File: src/rtl/pipeline_stall_control.sv
// Central stall sequencer: merges ID/EX/MEM stall requests into the pipeline
// hold vector and owns the divide-cycle and memory-wait counters.
module pipeline_stall_control #(
  parameter int unsigned DIV_CYCLES  = 32,
  parameter int unsigned MEM_TIMEOUT = 255
) (
  input  logic       clock,
  input  logic       reset,
  input  logic       flush,
  input  logic       id_stall_request,
  input  logic       ex_div_start,
  input  logic       mem_access,
  input  logic       mem_ready,
  output logic [5:0] stall,
  output logic       ex_div_done,
  output logic       mem_timeout,
  output logic       busy
);

  localparam int unsigned CNT_W = 8;
  localparam logic [CNT_W-1:0] DIV_LOAD  = CNT_W'(DIV_CYCLES - 1);
  localparam logic [CNT_W-1:0] MEM_LIMIT = CNT_W'(MEM_TIMEOUT);

  localparam logic [5:0] STALL_MEM  = 6'b011111;
  localparam logic [5:0] STALL_EX   = 6'b001111;
  localparam logic [5:0] STALL_ID   = 6'b000111;
  localparam logic [5:0] STALL_NONE = 6'b000000;

  typedef enum logic [1:0] {
    S_IDLE = 2'd0,
    S_RUN  = 2'd1,
    S_DONE = 2'd2
  } div_state_e;

  div_state_e       state_q, state_d;
  logic [CNT_W-1:0] div_count_q, div_count_d;
  logic [CNT_W-1:0] wait_count_q, wait_count_d;

  logic mem_wait;
  logic timeout_hit;
  logic mem_req;
  logic ex_req;

  // Request decode, stall priority, and next-state for both counters.
  always_comb begin
    state_d      = state_q;
    div_count_d  = div_count_q;
    wait_count_d = wait_count_q;
    stall        = STALL_NONE;

    mem_wait    = mem_access && !mem_ready;
    timeout_hit = (wait_count_q == MEM_LIMIT);
    mem_req     = mem_wait && !timeout_hit;
    ex_req      = ((state_q == S_IDLE) && ex_div_start) || (state_q == S_RUN);

    ex_div_done = reset && (state_q == S_DONE);
    busy        = reset && (state_q != S_IDLE);
    mem_timeout = reset && timeout_hit;

    if (reset && !flush) begin
      if (mem_req) begin
        stall = STALL_MEM;
      end else if (ex_req) begin
        stall = STALL_EX;
      end else if (id_stall_request) begin
        stall = STALL_ID;
      end
    end

    case (state_q)
      S_IDLE: begin
        if (ex_div_start) begin
          state_d     = S_RUN;
          div_count_d = DIV_LOAD;
        end
      end
      S_RUN: begin
        // Count runs regardless of stall; the last decrement lands in DONE.
        div_count_d = div_count_q - CNT_W'(1);
        if (div_count_q <= CNT_W'(1)) begin
          state_d     = S_DONE;
          div_count_d = '0;
        end
      end
      S_DONE: begin
        if (!stall[3]) begin
          state_d = S_IDLE;
        end
      end
      default: begin
        state_d     = S_IDLE;
        div_count_d = '0;
      end
    endcase

    // Wait counter clears on release and in the cycle after a timeout.
    if (!mem_wait || timeout_hit) begin
      wait_count_d = '0;
    end else begin
      wait_count_d = wait_count_q + CNT_W'(1);
    end

    if (flush) begin
      state_d      = S_IDLE;
      div_count_d  = '0;
      wait_count_d = '0;
    end
  end

  always_ff @(posedge clock) begin
    if (!reset) begin
      state_q      <= S_IDLE;
      div_count_q  <= '0;
      wait_count_q <= '0;
    end else begin
      state_q      <= state_d;
      div_count_q  <= div_count_d;
      wait_count_q <= wait_count_d;
    end
  end

endmodule

File: config.mk
export PLATFORM = sky130hd
export DESIGN_NAME = pipeline_stall_control
export DESIGN_NICKNAME = d
export VERILOG_FILES = /design/src/rtl/pipeline_stall_control.sv
export SDC_FILE = /design/constraint.sdc
export NUM_CORES = 1
export LEC_CHECK = 0
export ABC_AREA = 1
export CAP_MARGIN = 15
export CORE_ASPECT_RATIO = 1.5
export CORE_MARGIN = 10
export CORE_UTILIZATION = 48
export CTS_CLUSTER_SIZE = 10
export DETAILED_ROUTE_END_ITERATION = 10
export PLACE_DENSITY = 0.78
export SLEW_MARGIN = 20
export SYNTH_ARGS = -nofsm -noshare
export SYNTH_HDL_FRONTEND = slang
export SYNTH_SLANG_ARGS = --single-unit
export TNS_END_PERCENT = 10
File: constraint.sdc
create_clock -name clock -period 1.2 [get_ports clock]
set_input_delay 0.12 -clock clock [delete_from_list [all_inputs] [get_ports clock]]
set_output_delay 0.12 -clock clock [all_outputs]
set_load 0.005 [all_outputs]
-- Word level (Yosys, flattened, before mapping)
Index checks and enable logic that the tools add are counted.
- bits in registers: 18
- latch bits: 0
- memory bits (writable): 0
- bits in read-only memories: 0
- input bits: 7
- word-level logic and storage cells: 44
- memories kept: 0
- add/sub/neg operators: 2
- multiply operators: 0
- div/mod/pow operators: 0
- $lt $le $gt $ge: 1
- eq/ne operators: 6
- shift-type cells: 0
- mux-type cells: 11
- bitwise gates (word level): 2
- reductions and logical operators: 19
- operator list (operator ; count):
    $pmux W8 S3 ; 1
    $mux W8 ; 2
    $mux W5 ; 2
    $add A8 B1 Y8 const B ; 1
    $eq A8 B8 Y1 const B ; 1
    $le A8 B1 Y1 const B ; 1
    $sub A8 B1 Y8 const B ; 1
    $logic_and A1 B1 Y1 ; 7
    $mux W2 ; 3
    $pmux W2 S3 ; 1
    $logic_not A1 Y1 ; 4
    $mux W4 ; 1
    $ne A2 B2 Y1 const B ; 2
    $mux W3 ; 1
    $reduce_and A3 Y1 ; 1
    $reduce_or A3 Y1 ; 1
    $eq A2 B1 Y1 const B ; 1
    $eq A2 B2 Y1 const B ; 1
    $logic_not A2 Y1 ; 1
    $logic_or A1 B1 Y1 ; 2
    $ne A2 B1 Y1 const B ; 1
    $not A1 Y1 ; 2
    $reduce_and A2 Y1 ; 1
    $reduce_bool A2 Y1 ; 1
    $reduce_or A2 Y1 ; 1

-- Depth between registers and ports, before layout
Gate-level depths: netlist of run 1.
- depth in word-level cells: 8
- depth in mapped cells: 9
- depth with buffers taken out: 9

-- Worst setup path before layout of run 1
Ideal clock, no wire load.
- path type: register -> output
- start: reg wait_count_q[0]
- end: out stall[1]
- arrival: 1.251 ns
- data required time: 1.080 ns
- path slack: -0.171 ns
- cell stages (with the launch flop): 8
- buffers on the path: 1
- cells stage by stage: dfxtp_1 -> ha_1 -> nand2_1 -> nor2_1 -> nand2_1 -> nand2_4 -> nand3_1 -> buf_4
- word-level cells in the longest chain between the ends: 5
- RTL lines (item ; RTL line ; source):
    from (decl) ; 37 ; logic [CNT_W-1:0] wait_count_q, wait_count_d;
    from (signal assigned) ; 118 ; wait_count_q <= wait_count_d;
    $eq A8 B8 Y1 ; 52 ; timeout_hit = (wait_count_q == MEM_LIMIT);
    $logic_not A1 Y1 ; 53 ; mem_req = mem_wait && !timeout_hit;
    $logic_and A1 B1 Y1 ; 53 ;
    $mux W5 ; 61 ; if (mem_req) begin
    $mux W5 ; 60 ; if (reset && !flush) begin
    to (decl) ; 14 ; output logic [5:0] stall,
No other way between the ends.

-- Worst setup path after layout of run 1
Same ends and word-level chain as after synthesis.

==> metrics.md, run 1 <==
| Metric | Value |
|---|---|
| Cell mode on critical path | `sky130_fd_sc_hd__nand2_4` |
| Clock Tree Root | `sky130_fd_sc_hd__clkbuf_4` |
| Met1 capacity usage during global routing | `between 10% and 20%` |
| Cells after Synth | `152` |
| Clock tree buffer depth | `2` |
| H-tree depth | `1` |
| Drt wl/cell | `13.96 um` |
| Portion of total power attributed to sequential cells | `44.8%` |
| Switching share of power | `a little under a third` |
| GR Util met3 | `1.911%` |
| Last weighted congestion value of the routability-driven placer | `0.8961` |
| Most used cells in the layout excluding fill and tap cells | `sky130_fd_sc_hd__buf_4, sky130_fd_sc_hd__nand2_1, sky130_fd_sc_hd__nor2_1` |
| Count of yosys warnings during synthesis | `0` |
| Number of antenna violations at the first check in global routing | `0` |
| VDD IR max | `0.6690 mV` |
| CTS Buf Count | `3` |
| Worst path top cell family by delay | `simple AND/OR/NAND/NOR gates` |
| CP Launch Point | `wait_count_q[0]` |
| Least setup slack across all paths after layout | `-368.0 ps` |
| Fill cell count | `around 150` |
| Crit path time final | `1568 ps` |
| Setup slack after placement | `-536.8 ps` |
| Setup repair after global routing missed its margin | `yes` |
| Sequential fraction of the synthesis area | `32.69%` |
| Input/output buffers | `14` |
| Int Power | `983.1 uW` |
| Routed WL | `3183 um` |
| Final instance count without filler cells | `roughly 230` |
| CTS tree | `done` |
| Synth Flop Type | `sky130_fd_sc_hd__dfxtp_1` |
| Fraction of layout instances using a drive strength above 1 | `between 40 and 50%` |
| Total global-route track usage | `13.75%` |
| Post-DP HPWL | `2245 um` |
| Leak | `0.0007941 uW` |
| Source-to-sink clock delay at the later pin of the worst-skew pair | `300 ps` |
| Buf/Inv on CP | `2` |
| Category of the worst setup path capture point | `output port` |
| Most frequent standard cell in the layout excluding fill and tap cells | `sky130_fd_sc_hd__buf_4` |
| Number of enable-type register cells in the synthesized netlist | `0` |
| Total via count after detailed routing | `1166` |
| Unique masters post-synth | `28` |
| Total instance count after detailed placement | `~220` |
| Util after Layout | `76.98%` |
| Max capacitance violation total | `0` |
| Area added between synthesis and finish | `54.14%` |
| Power per cell area | `~830 nW/um^2` |
| Wire length of the first global-routing pass | `5112 um` |
| Flip-flop and latch count after synthesis | `18` |
| Most utilized layer in the global route result | `met2` |
| Site row count | `21` |
| Number of global-route vias before repair | `roughly 1200` |
| Violations in the final reports | `negative setup slack` |
| Post-DRT Antenna Nets | `0` |
| Largest net degree at the start of global routing | `11` |
| Footprint of the multi-input gates | `721.9 um^2` |
| Post-Syn Area | `around 1100 um^2` |
| Setup-failing EPs final | `19` |
| Final cycle utilization of the critical path | `130.7%` |
| Clock slew at the register clock pins of the worst setup and hold paths | `100 ps` |
| Met2 Use GR | `28.48%` |
| Async set or reset register ratio after synthesis | `0%` |
| Number of hold-slack violations in the final timing report | `0` |
| Type of the setup path with the least slack | `reg2out` |
| Part of the power in the clock network | `~28%` |
| Starting DRT DRC Count | `46` |
| Class of the most critical hold timing path | `reg2reg` |
| Routed vias/inst | `5.114` |
| Floorplan die height | `approximately 79 um` |
| Worst clock skew on the final layout | `10.17 ps` |
| Post-detailed-route DRC marker count | `0` |
| List of cells traversed by the critical path | `ha_4, nand2_4, nor2_4, nand2_2, nand2_4, buf_12, nand3_4, buf_2` |
| Run status | `complete, but fails checks` |
| Core area | `2207 um^2` |
| I/O pin count | `16` |
| PnR Total Power | `approximately 1400 uW` |
| Combinational share of power | `27.7%` |
| Crit-path max FO | `4` |
| Maximum achievable frequency | `between 600 and 700 MHz` |
| Number of nets in the synthesized netlist | `approximately 160` |
| CP startpoint kind | `register` |
| Critical path's slowest cell | `sky130_fd_sc_hd__dfxtp_2` |
| Total grt overflow | `0` |
| Net count reported at finish | `about 220` |
| Area used by sequential logic in the layout | `371.6 um^2` |
| Drt pass-1 iters | `4` |
| Min-Delay Startpoint | `wait_count_q[0]` |
| Initial Utilization | `49.94%` |
| CTS sink cnt | `18` |
| Floorplan die area | `~4700 um^2` |
| Launch point of the worst reg-to-reg path | `wait_count_q[0]` |
| Arrival time worst endpoint | `1450 ps` |
| Post-route worst hold slack | `532.2 ps` |
| Count of antenna diodes in the layout | `0` |
| Per-instance average area after synthesis | `7.252 um^2` |
| Number of max-slew violations in the final report | `0` |
| Worst stage delay on the critical path | `360 ps` |
| Psw | `421.7 uW` |
| Chip width | `between 50 and 60 um` |
| Worst path required time | `1080 ps` |
what timing repair did:
action	in CTS	in global routing
pin swaps	9	1
hold buffers	0	0
cloned	0	0
buffers inserted	6	0
setup endpoints to repair	22	24
resized for setup	53	9
cells in the mapped netlist, types with 2 or more instances:
| cell type | count | share of area [%] |
|---|---|---|
| sky130_fd_sc_hd__nor2_4 | 3 | 3.1 |
| sky130_fd_sc_hd__a21oi_2 | 3 | 2.4 |
| sky130_fd_sc_hd__xnor2_1 | 3 | 2.4 |
| sky130_fd_sc_hd__dfxtp_1 | 18 | 33 |
| sky130_fd_sc_hd__inv_2 | 4 | 1.4 |
| sky130_fd_sc_hd__buf_4 | 3 | 2.0 |
| sky130_fd_sc_hd__nand4_1 | 4 | 2.3 |
| sky130_fd_sc_hd__o21ai_1 | 3 | 1.4 |
| sky130_fd_sc_hd__inv_1 | 19 | 6.5 |
| sky130_fd_sc_hd__nand2_4 | 4 | 4.1 |
| sky130_fd_sc_hd__nor2_1 | 23 | 7.8 |
| sky130_fd_sc_hd__nand3_1 | 7 | 3.2 |
| sky130_fd_sc_hd__a21oi_1 | 9 | 4.1 |
| sky130_fd_sc_hd__xor2_1 | 2 | 1.6 |
| sky130_fd_sc_hd__nor2_8 | 2 | 3.6 |
| sky130_fd_sc_hd__ha_1 | 3 | 3.4 |
| sky130_fd_sc_hd__inv_4 | 2 | 1.1 |
| sky130_fd_sc_hd__nand2_1 | 30 | 10 |
cells by family after synthesis:
kind of cell    Yosys count  share of synthesized area, %
other cells               1                        0.3402
buf+inv                  28                         11.01
compound gates           18                         10.56
simple gates             79                         38.02
fa+ha+maj                 3                         3.406
xor+xnor                  5                         3.973
flops                    18                         32.69
registers in the layout, indices dropped and copies added, names as in the netlist:
signal and cells:
wait_count_q 8, state_q 2, div_count_q 8
stage by stage:
| stage | area (um^2) | setup TNS [ps] |
|---|---|---|
| finish | 1699 | -2597 |
| global placement | 1544 | -4760 |
| CTS | 1669 | -2640 |
| global route | 1699 | -3984 |
| floorplan | 1157 | -10.14 |
| detailed placement | 1544 | -5572 |
worst paths after layout:
check                     to  slack, ps  cells past startpoint
max                 stall[1]       -370                      8
max reg2reg       state_q[1]        -70                     10
min reg2reg  wait_count_q[0]        530                      2
min          wait_count_q[0]        530                      2
cell type report:
class	count	area share, %
inverter	25	6.112
multi-input combinational	106	42.49
timing repair buffer	52	25.70
clock buffer	4	2.135
tap	23	1.694
sequential	18	21.87
worst reg2reg max path: stages, from the launching register on:
cell and delay, ps:
sky130_fd_sc_hd__dfxtp_2 360, sky130_fd_sc_hd__ha_4 150, sky130_fd_sc_hd__nand2_4 50, sky130_fd_sc_hd__nor2_4 90, sky130_fd_sc_hd__nand2_2 80, sky130_fd_sc_hd__nand2_4 100, sky130_fd_sc_hd__buf_6 110, sky130_fd_sc_hd__nand2_4 50
sky130_fd_sc_hd__buf_6 110, sky130_fd_sc_hd__nand2_2 50, sky130_fd_sc_hd__a21oi_2 40
power by group through the flow:
| stage | Clock, uW | Combinational [uW] | Sequential (uW) |
|---|---|---|---|
| after floorplan | 0 | 216 | 642 |
| after global placement | 0 | 346 | 641 |
| after detailed placement | 0 | 359 | 642 |
| after CTS | 395 | 373 | 629 |
| after global routing | 408 | 422 | 632 |
| final | 387 | 389 | 630 |
metal layers:
| layer | part of all wire [%] | routed length, um |
|---|---|---|
| met4 | 2.5 | 80 |
| met5 | 0 | 0 |
| met3 | 3.6 | 115 |
| met2 | 60 | 1924 |
| met1 | 33 | 1063 |
No activity file was read; power rests on OpenSTA's default activity.
==> run 2, diff against run 1 <==
--- a/config.mk
+++ b/config.mk
@@ -13,7 +13,6 @@
 export CTS_CLUSTER_SIZE = 10
 export DETAILED_ROUTE_END_ITERATION = 10
 export PLACE_DENSITY = 0.78
-export SLEW_MARGIN = 20
 export SYNTH_ARGS = -nofsm -noshare
 export SYNTH_HDL_FRONTEND = slang
 export SYNTH_SLANG_ARGS = --single-unit
==> results of run 2 <==
Same layout as run 1: the final DEF is identical, and so are final timing and power.
==> run 3, diff against run 2 <==
--- a/config.mk
+++ b/config.mk
@@ -12,7 +12,7 @@
 export CORE_UTILIZATION = 48
 export CTS_CLUSTER_SIZE = 10
 export DETAILED_ROUTE_END_ITERATION = 10
-export PLACE_DENSITY = 0.78
+export PLACE_DENSITY = 0.75
 export SYNTH_ARGS = -nofsm -noshare
 export SYNTH_HDL_FRONTEND = slang
 export SYNTH_SLANG_ARGS = --single-unit
==> metrics.md, run 3 (synthesis results as in run 1) <==
| Metric | Value |
|---|---|
| VDD IR max | `just over 0.8 mV` |
| CTS Buf Count | `3` |
| Drt pass-1 iters | `4` |
| Setup repair after global routing missed its margin | `yes` |
| Area added between synthesis and finish | `50.28%` |
| Post-DP HPWL | `2153 um` |
| List of cells traversed by the critical path | `ha_4, nand2_4, nor2_4, nand2_4, nand2_4, buf_6, nand3_4, buf_6` |
| Post-route standard cell area excluding fillers | `between 1500 and 2000 um^2` |
| Chip width | `between 50 and 60 um` |
| Site row count | `21` |
| Post-DRT Antenna Nets | `0` |
| Clock tree buffer depth | `2` |
| Registers with the most flip-flops | `div_count_q: 8 flops, wait_count_q: 8 flops, state_q: 2 flops` |
| Wire length of the first global-routing pass | `just under 5000 um` |
| Core area | `2207 um^2` |
| Initial Utilization | `49.94%` |
| Max capacitance violation total | `0` |
| Class of the most critical hold timing path | `reg2reg` |
| Most frequent standard cell in the layout excluding fill and tap cells | `sky130_fd_sc_hd__buf_4` |
| Total via count after detailed routing | `1100` |
| Number of antenna violations at the first check in global routing | `0` |
| H-tree depth | `1` |
| Crit-path max FO | `3` |
| Most used cells in the layout excluding fill and tap cells | `sky130_fd_sc_hd__buf_4, sky130_fd_sc_hd__nand2_1, sky130_fd_sc_hd__nor2_1` |
| Logic depth of the worst register-to-register path | `8` |
| Starting DRT DRC Count | `23` |
| Min-Delay Startpoint | `wait_count_q[7]` |
| CP startpoint kind | `register` |
| Number of hold-slack violations in the final timing report | `0` |
| Input/output buffers | `14` |
| CTS sink cnt | `18` |
| Clock Tree Root | `sky130_fd_sc_hd__clkbuf_4` |
| Met2 Use GR | `27.22%` |
| Power per cell area | `835.4 nW/um^2` |
| Drt wl/cell | `between 10 and 15 um` |
| Total global-route track usage | `13.01%` |
| Setup-failing EPs final | `20` |
| Source-to-sink clock delay at the later pin of the worst-skew pair | `310 ps` |
| Arrival time worst endpoint | `1490 ps` |
| Worst path top cell family by delay | `simple AND/OR/NAND/NOR gates` |
| Least setup slack across all paths after layout | `-412.4 ps` |
| Critical register-to-register path endpoint | `wait_count_q[6]` |
| Cell mode on critical path | `sky130_fd_sc_hd__nand2_4` |
| Violations in the final reports | `negative setup slack` |
| Routed vias/inst | `4.867` |
| Worst clock skew on the final layout | `between 7 and 8 ps` |
| Run status | `complete, but fails checks` |
| Floorplan die area | `4653 um^2` |
| Floorplan die height | `just under 80 um` |
| Largest net degree at the start of global routing | `11` |
| Crit path time final | `1612 ps` |
| Post-route worst hold slack | `518.9 ps` |
| Routed WL | `2937 um` |
| Count of antenna diodes in the layout | `0` |
| CTS tree | `done` |
| Type of the setup path with the least slack | `reg2out` |
| Number of global-route vias before repair | `1200` |
| Setup slack after placement | `-514.5 ps` |
| Net count reported at finish | `214` |
| Worst stage delay on the critical path | `370 ps` |
| Post-detailed-route DRC marker count | `0` |
| Internal reg-to-reg setup slack | `-220 ps` |
| Met1 capacity usage during global routing | `11.08%` |
| Number of max-slew violations in the final report | `0` |
| Instance count along the most critical hold path | `2` |
| Buf/Inv on CP | `2` |
| Cell area after placement | `1521 um^2` |
| Number of buffers added to fix hold violations after cts | `0` |
| Launch point of the worst reg-to-reg path | `wait_count_q[1]` |
| Total negative slack | `-3336 ps` |
| Final cycle utilization of the critical path | `134.4%` |
| Total grt overflow | `0` |
| Last weighted congestion value of the routability-driven placer | `approximately 0.87` |
| Worst hold endpoint | `wait_count_q[7]` |
| Category of the worst setup path capture point | `output port` |
| Fraction of layout instances using a drive strength above 1 | `a little under half` |
| I/O pin count | `16` |
| Leak | `0.0007978 uW` |
| GR Util met3 | `under 10%` |
| Worst path required time | `1080 ps` |
| Most utilized layer in the global route result | `met2` |
| Critical path's slowest cell | `sky130_fd_sc_hd__dfxtp_2` |
| Clock slew at the register clock pins of the worst setup and hold paths | `110 ps` |
| PnR Total Power | `1384 uW` |
| Maximum achievable frequency | `620.2 MHz` |
-- run 3: cell type report --
cell class | count | area, um^2
clock buffer | 4 | 36.28
fill | 168 | 550.5
inverter | 25 | 98.84
multi-input combinational | 106 | 715.7
sequential | 18 | 372.9
tap | 23 | 28.78
timing repair buffer | 50 | 404.1
-- run 3: worst reg2reg max path, stage by stage, from the launching register on --
cell and delay [ps]:
sky130_fd_sc_hd__dfxtp_2 370, sky130_fd_sc_hd__ha_4 150, sky130_fd_sc_hd__nand2_4 50, sky130_fd_sc_hd__nor2_4 140, sky130_fd_sc_hd__buf_4 130, sky130_fd_sc_hd__buf_4 110
sky130_fd_sc_hd__nand3_1 80, sky130_fd_sc_hd__or2_0 200, sky130_fd_sc_hd__a21oi_1 120
-- run 3: metal layers --
metal | part of all wire [%] | vias up
li1 | - | 567
met2 | 64 | 11
met5 | 0 | -
met1 | 33 | 517
met3 | 1.9 | 5
met4 | 1.3 | 0
-- run 3: power breakdown --
part | internal, uW | switching, uW | total, uW
clock | 185 | 202 | 388
combinational | 177 | 191 | 368
sequential | 611 | 16.9 | 628
-- run 3: through the flow --
| stage | instances | utilization (%) |
|---|---|---|
| 3_5_place_dp | 215 | 68.93 |
| 3_3_place_gp | 215 | 68.93 |
| 5_1_grt | 226 | 75.06 |
| 6_report | 226 | 75.06 |
| 2_1_floorplan | 152 | - |
| 4_1_cts | 224 | 73.75 |
-- run 3: what timing repair did --
item                       in CTS  in global routing
buffers inserted                5                  2
setup endpoints to repair      25                 26
pin swaps                       7                  4
gates resized for setup        52                  4
-- run 3: worst max-delay path by stage --
stage	startpoint	end	slack [ps]	depth (start not counted)
after CTS	wait_count_q[0]	stall[2]	-350	8
after global placement	reset	stall[2]	-480	8
after detailed placement	reset	stall[2]	-510	8
after floorplan	div_count_q[0]	div_count_q[7]	-10	9
final	wait_count_q[1]	stall[1]	-410	8
after global routing	wait_count_q[1]	stall[1]	-440	8
